File: config.mk
export PLATFORM = sky130hd
export DESIGN_NAME = mult_issue_queue
export DESIGN_NICKNAME = d
export VERILOG_FILES = /design/src/rtl/mult_issue_queue.sv
export SDC_FILE = /design/constraint.sdc
export NUM_CORES = 1
export LEC_CHECK = 0
export BUFFER_PORTS_ARGS = -buffer_cell sky130_fd_sc_hd__buf_2
export CAP_MARGIN = 20
export CORE_MARGIN = 1.5
export CORE_UTILIZATION = 51
export DETAILED_ROUTE_END_ITERATION = 8
export HOLD_SLACK_MARGIN = 0.03
export PLACE_DENSITY = 0.79
export SYNTH_ARGS = -nofsm -noshare
export SYNTH_HDL_FRONTEND = slang
export SYNTH_SLANG_ARGS = --single-unit
File: constraint.sdc
create_clock -name clk -period 2.3 [get_ports clk]
set_input_delay 0 -clock clk [delete_from_list [all_inputs] [get_ports clk]]
set_output_delay 0 -clock clk [all_outputs]
set_load 0.05 [all_outputs]
File: src/rtl/mult_issue_queue.sv
// Issue queue feeding a shared multiplier: buffers tagged requests,
// issues one at a time, and pairs each result with its destination tag.
module mult_issue_queue #(
  parameter int DEPTH = 4,
  parameter int TAG_W = 6
) (
  input  logic                     clk,
  input  logic                     rst,
  input  logic                     req_valid,
  input  logic [15:0]              req_op1,
  input  logic [15:0]              req_op2,
  input  logic [TAG_W-1:0]         req_tag,
  output logic                     req_ready,
  input  logic                     flush,
  output logic [15:0]              mult_op1,
  output logic [15:0]              mult_op2,
  output logic                     mult_en,
  input  logic                     mult_free,
  input  logic                     mult_valid_wb,
  input  logic [15:0]              mult_out,
  output logic                     wb_valid,
  output logic [15:0]              wb_data,
  output logic [TAG_W-1:0]         wb_tag,
  output logic [$clog2(DEPTH):0]   count
);

  localparam int AW = $clog2(DEPTH);
  localparam logic [AW:0] FULL = (AW+1)'(DEPTH);

  typedef struct packed {
    logic [15:0]      op1;
    logic [15:0]      op2;
    logic [TAG_W-1:0] tag;
  } entry_t;

  typedef enum logic [1:0] {
    IDLE, ISSUE, WAIT, DRAIN
  } state_t;

  entry_t           mem_q [DEPTH];
  logic [AW-1:0]    wr_ptr_q, wr_ptr_d;
  logic [AW-1:0]    rd_ptr_q, rd_ptr_d;
  logic [AW:0]      count_q, count_d;
  state_t           state_q;
  logic             mult_en_q;
  logic [15:0]      op1_q, op2_q;
  logic [TAG_W-1:0] inflight_tag_q;
  logic             wb_valid_q;
  logic [15:0]      wb_data_q;
  logic [TAG_W-1:0] wb_tag_q;
  entry_t           head;
  logic             push, pop;

  assign req_ready = (count_q != FULL);
  assign head      = mem_q[rd_ptr_q];

  // flush wins over both push and pop
  assign push = req_valid && req_ready && !flush;
  assign pop  = (state_q == IDLE) && (count_q != '0)
             && mult_free && !flush;

  // Next-state of FIFO pointers and occupancy
  always_comb begin
    wr_ptr_d = wr_ptr_q;
    rd_ptr_d = rd_ptr_q;
    count_d  = count_q;
    if (flush) begin
      wr_ptr_d = '0;
      rd_ptr_d = '0;
      count_d  = '0;
    end else begin
      if (push) wr_ptr_d = wr_ptr_q + 1'b1;
      if (pop)  rd_ptr_d = rd_ptr_q + 1'b1;
      unique case ({push, pop})
        2'b10:   count_d = count_q + 1'b1;
        2'b01:   count_d = count_q - 1'b1;
        default: count_d = count_q;
      endcase
    end
  end

  // Entry storage; contents are don't-care until pushed
  always_ff @(posedge clk) begin
    if (!rst && push) begin
      mem_q[wr_ptr_q] <= '{op1: req_op1, op2: req_op2, tag: req_tag};
    end
  end

  // FIFO pointer and count registers
  always_ff @(posedge clk) begin
    if (rst) begin
      wr_ptr_q <= '0;
      rd_ptr_q <= '0;
      count_q  <= '0;
    end else begin
      wr_ptr_q <= wr_ptr_d;
      rd_ptr_q <= rd_ptr_d;
      count_q  <= count_d;
    end
  end

  // Issue/writeback sequencer with registered outputs
  always_ff @(posedge clk) begin
    if (rst) begin
      state_q        <= IDLE;
      mult_en_q      <= 1'b0;
      op1_q          <= '0;
      op2_q          <= '0;
      inflight_tag_q <= '0;
      wb_valid_q     <= 1'b0;
      wb_data_q      <= '0;
      wb_tag_q       <= '0;
    end else begin
      mult_en_q  <= 1'b0;
      wb_valid_q <= 1'b0;
      unique case (state_q)
        IDLE: begin
          if (pop) begin
            op1_q          <= head.op1;
            op2_q          <= head.op2;
            inflight_tag_q <= head.tag;
            mult_en_q      <= 1'b1;
            state_q        <= ISSUE;
          end
        end
        ISSUE: state_q <= flush ? DRAIN : WAIT;
        WAIT: begin
          // a result landing with flush is simply dropped
          if (flush) begin
            state_q <= mult_valid_wb ? IDLE : DRAIN;
          end else if (mult_valid_wb) begin
            wb_data_q  <= mult_out;
            wb_tag_q   <= inflight_tag_q;
            wb_valid_q <= 1'b1;
            state_q    <= IDLE;
          end
        end
        DRAIN: if (mult_valid_wb) state_q <= IDLE;
        default: state_q <= IDLE;
      endcase
    end
  end

  assign mult_en  = mult_en_q;
  assign mult_op1 = op1_q;
  assign mult_op2 = op2_q;
  assign wb_valid = wb_valid_q;
  assign wb_data  = wb_data_q;
  assign wb_tag   = wb_tag_q;
  assign count    = count_q;

endmodule

* Word level (Yosys, flattened, before mapping) *
Memories as Yosys holds them, arrays and structs flattened. A register that Yosys moved wholly into a read port is not among the register bits.
Index checks and enable logic that the tools add are counted.

storage, ports and cells
  bits in registers = 33
  latch bits = 0
  RAM bits = 152
  bits in read-only memories = 0
  output and inout port bits = 60
  memories = 1

operators by class
  add/subtract/negate cells = 4
  multiply operators = 0
  divide/modulo/power cells = 0
  magnitude comparators = 0
  eq/ne operators = 7
  shift operators = 0
  multiplexer cells = 11
  bitwise gates (word level) = 3
  reductions and logical operators = 16

memory list
  memory  words  width  rd ports  clocked after Yosys merged registers in  wr ports  RTL line  source
  mem_q   4      38     1         1                                        1         40        entry_t mem_q [DEPTH];

operator list
  kind                                                                number
  2-bit 2-to-1 mux                                                    4
  2-bit case mux with 4 select lines                                  1
  2-bit == test, second input constant                                3
  1-bit logical AND                                                   6
  3-bit case mux with 2 select lines                                  1
  1-bit 2-to-1 mux                                                    5
  2-bit by 1-bit adder with 2-bit output, second input constant       2
  2-bit by 1-bit == test with 1-bit output, second input constant     2
  2-bit OR reduction                                                  2
  3-bit by 1-bit adder with 3-bit output, second input constant       1
  3-bit inequality test, second input constant                        1
  1-bit NOT                                                           3
  3-bit AND reduction                                                 1
  3-bit nonzero test                                                  1
  3-bit OR reduction                                                  1
  3-bit by 1-bit subtractor with 3-bit output, second input constant  1
  1-bit zero test                                                     2
  2-bit zero test                                                     1
  2-bit inequality test, second input constant                        1
  2-bit AND reduction                                                 1
  2-bit nonzero test                                                  1

* Logic depth before layout (Yosys ltp) *
  word-level depth = 6
  mapped depth = 10
  depth with buffers taken out = 8

* Worst setup path after synthesis *
Ideal clock, no wire load.

  kind = reg-to-reg
  start = reg state_q[1]
  end = reg count_q[2] (netlist: count[2])
  library setup time = 0.070 ns
  arrival time = 2.412 ns
  slack = -0.182 ns
  cell stages (with the launch flop) = 11
  path buffers = 2
  clock period less this slack = 2.482 ns
  path through = dfxtp_1 -> or4b_1 -> clkbuf_2 -> clkbuf_1 -> nor2_1 -> ha_1 -> inv_1 -> fa_1 -> xor2_1 -> or3_1 -> a21oi_1

on the way
  word-level cells in the longest chain between the ends = 6

RTL lines
  element                                                                    RTL line  source
  from (decl)                                                                44        state_t state_q;
  from (signal assigned)                                                     126       ISSUE: state_q <= flush ? DRAIN : WAIT;
  from (signal assigned)                                                     130       state_q <= mult_valid_wb ? IDLE : DRAIN;
  2-bit zero test (*)                                                        59        assign pop = (state_q == IDLE) && (count_q != '0)
  1-bit logical AND (*)                                                      59
  1-bit logical AND (*) (2 in series)                                        60        && mult_free && !flush;
  net pop                                                                    52        logic push, pop;
  2-bit by 1-bit == test with 1-bit output or 2-bit == test (tied branches)  74        unique case ({push, pop})
  3-bit case mux with 2 select lines or 2-bit nonzero test (tied branches)   -
  to (signal assigned)                                                       98        count_q <= count_d;
  to (decl)                                                                  43        logic [AW:0] count_q, count_d;

The timed path passes the listed nets; every way through them passes the cells marked *.
A chain may end at the register's enable or synchronous reset.

* Final worst setup path *
  start = reg state_q[0]
  end = reg count_q[2] (netlist: count[2])

Same word-level chain as after synthesis.

==> reports/metrics.cfg <==
[critical_path]
endpoint_kind=register
crit_fanout=2
rr_worst_depth=8
path_depth=8
crit_type=register to register
cp_top_family=simple AND/OR/NAND/NOR gates
critPathLaunchType=register
critPathMaxStageDelay_ns=0.52
crit_path_cell_trace=or4b_4, nor2_2, ha_2, inv_1, fa_2, xor2_1, or3_1, a21oi_1
arrival_ns=2.63
crit_buf_inv=1
cp.required_ns=2.72
cp_slowest_cell=or4b_4

[timing]
finalHoldViolCount=0
final.setup_skew_ns=0.00573
max_freq_mhz=453
period_needed_ns=2.21
setup_viol=0
fin_crit_sh_pct=96.0
tightest_slew_ns=0.876
holdWs_ns=0.262
maxSlewHeadroom_pct=41.6
rsz0062_at_grt=false
slew_viol_final=0
setup_tns_ns=0

[clock_tree]
cts_buffers=22
clock_latency_ns=0.49
cts-root-buf=clkbuf_16
cts-htree-levels=1
clkSinkCount=223
cts.clk_slew.worst_paths_ns=0.06
clock_path_buffers=3
tritoncts=built
post-cts-setup-buffers=0

[routing]
dr.pass1.iters=5
routed_wl_um=17800
via_count=5183
drt-initial-drc-count=461
vias_per_cell=5.47
avgRoutedWirePerCell_um=18.8
ant_nets=0
drcViolationCount=0

[power]
powerDensity_nw_per_um2=804
peakVddDrop_uv=577
p_leak_nw=3.70
power_w=0.00848

[yosys]
yosys.cell_types.count=28
synthTopCellsByArea=edfxtp_1, dfxtp_1, mux4_2
yosys.area.top_type_share_pct=55.6
yosysTopAreaCell=edfxtp_1
ys_seq_area_share_pct=72.9
synth-seq-cells=223
synth_area_per_cell_um2=15.3
synthCells=536
synth_fp_nets=602
syn-cell-area_um2=8210
yosysWarnings=0

[global_routing]
antenna_found_initial=0
grt_util_all_layers_pct=21.1
grt_pass1_wl_um=27000
grt_max_degree=48
grt_overflow=0
first_global_vias=5261

[placed_design]
place.port_buffers=119
place.gp.congestion=0.719
dp_cells=849
dpl.hpwl_um=9870

[cells_and_area]
drive_gt1_share_pct=30.3
nets=782
final_cells=948
final_core_util_pct=66.7
area_delta_synth_final_pct=28.5
antennaDiodeCount=0

[worst_hold_path]
worstHoldPathType=input port to register
min_path_cells=2

[outcome]
status=finished clean

[floorplanning]
die_h_um=130
rows=46
die_x_um=130
dieArea_um2=16900
start_util_pct=51.9
core_area_um2=15800
top_level_ports=120

[flow_run]
maxCapViolCount=0

## stage by stage
| stage | setup slack, ns | area (um^2) |
|---|---|---|
| floorplan | -0.107 | 8240 |
| global placement | 0.141 | 9170 |
| detailed placement | 0.0906 | 9170 |
| CTS | 0.0675 | 10500 |
| global route | 0.00470 | 10600 |
| finish | 0.0927 | 10600 |
## flip-flops by register name (all words and copies together), names as in the netlist
register        cells
mem_q             152
mult_op1           16
mult_op2           16
wb_data            16
inflight_tag_q      6
wb_tag              6
count               3
rd_ptr_q            2
state_q             2
wr_ptr_q            2
mult_en             1
wb_valid            1
## path summary, 6_finish.rpt
check / from / to / slack, ns
worst max-delay path: state_q[0]$_SDFFE_PP0P_ / count[2]$_SDFFE_PP0P_ / 0.09
worst min-delay path: req_op2[7] / mem_q[3][13]$_DFFE_PP_ / 0.26
worst max register to register: state_q[0]$_SDFFE_PP0P_ / count[2]$_SDFFE_PP0P_ / 0.09
worst min register to register: inflight_tag_q[3]$_SDFFE_PP0P_ / wb_tag[3]$_SDFFE_PP0P_ / 0.45
## where the power goes
part | switching, W | internal (W)
combinational | 0.000222 | 0.000163
sequential | 0.0000146 | 0.00432
clock | 0.00139 | 0.00237
## synth_stat cells, drive strengths merged
cell,n
a211oi,1
a21o,2
a21oi,66
and3,4
buf,6
clkbuf,32
dfxtp,71
edfxtp,152
fa,1
ha,5
inv,8
mux4,38
nand2,44
nand3,41
nand4bb,1
nor2,8
nor3,2
nor3b,1
nor4b,1
nor4bb,1
o21ai,42
o31ai,1
or2,1
or3,3
or4,1
or4b,1
xor2,2
## logic make-up after synthesis
group	synth area share (%)
flops	72.9
compound gates	6.95
simple gates	6.28
buf+inv	2.21
mux	10.4
fa+ha+maj	1.01
xor+xnor	0.213
## placed cells by master (no fill, tap or decap), types with 2 or more instances in the layout
| cell type | count |
|---|---|
| a21o_1 | 2 |
| a21oi_1 | 66 |
| and3_2 | 4 |
| buf_12 | 7 |
| buf_2 | 119 |
| buf_4 | 9 |
| bufinv_16 | 3 |
| clkbuf_1 | 5 |
| clkbuf_16 | 24 |
| clkbuf_2 | 2 |
| clkbuf_8 | 4 |
| dfxtp_1 | 69 |
| dfxtp_2 | 2 |
| dlygate4sd3_1 | 59 |
| edfxtp_1 | 152 |
| ha_1 | 4 |
| inv_1 | 8 |
| mux4_2 | 38 |
| nand2_1 | 44 |
| nand3_1 | 41 |
| nor2_1 | 7 |
| o21ai_0 | 42 |
| or3_1 | 2 |
| xor2_1 | 2 |
## cell type report
class                   instances  area (um^2)
flip-flops and latches        223         5990
fillers                      1077         5280
multi-input cells             267         2090
repair buffers                194         1390
clock buffers                  35          684
well taps                     216          270
clock inverters                 5         98.8
inverters                       8         30.0
## layer usage
| layer | routed length [um] | vias to the layer above | global-route usage, % | part of all wire (%) |
|---|---|---|---|---|
| met3 | 954 | 21 | 3.44 | 5.4 |
| met5 | 0 | - | 0 | 0 |
| li1 | - | 2401 | - | - |
| met2 | 9310 | 162 | 37.8 | 52 |
| met4 | 293 | 0 | 6.41 | 1.6 |
| met1 | 7230 | 2599 | 26.6 | 41 |
## worst reg2reg max path, stage by stage (launching register included)
cell	delay (ns)
dfxtp_1	0.31
or4b_4	0.52
nor2_2	0.14
ha_2	0.19
inv_1	0.05
fa_2	0.33
xor2_1	0.15
or3_1	0.30
a21oi_1	0.14
## repair_timing
| item | in CTS | in global routing |
|---|---|---|
| hold endpoints to repair | 193 | 0 |
| setup endpoints to repair | 0 | 1 |
| hold buffers | 59 | 0 |
| gates resized for setup | 0 | 1 |
Note: power is estimated with default switching activity, not from simulation.
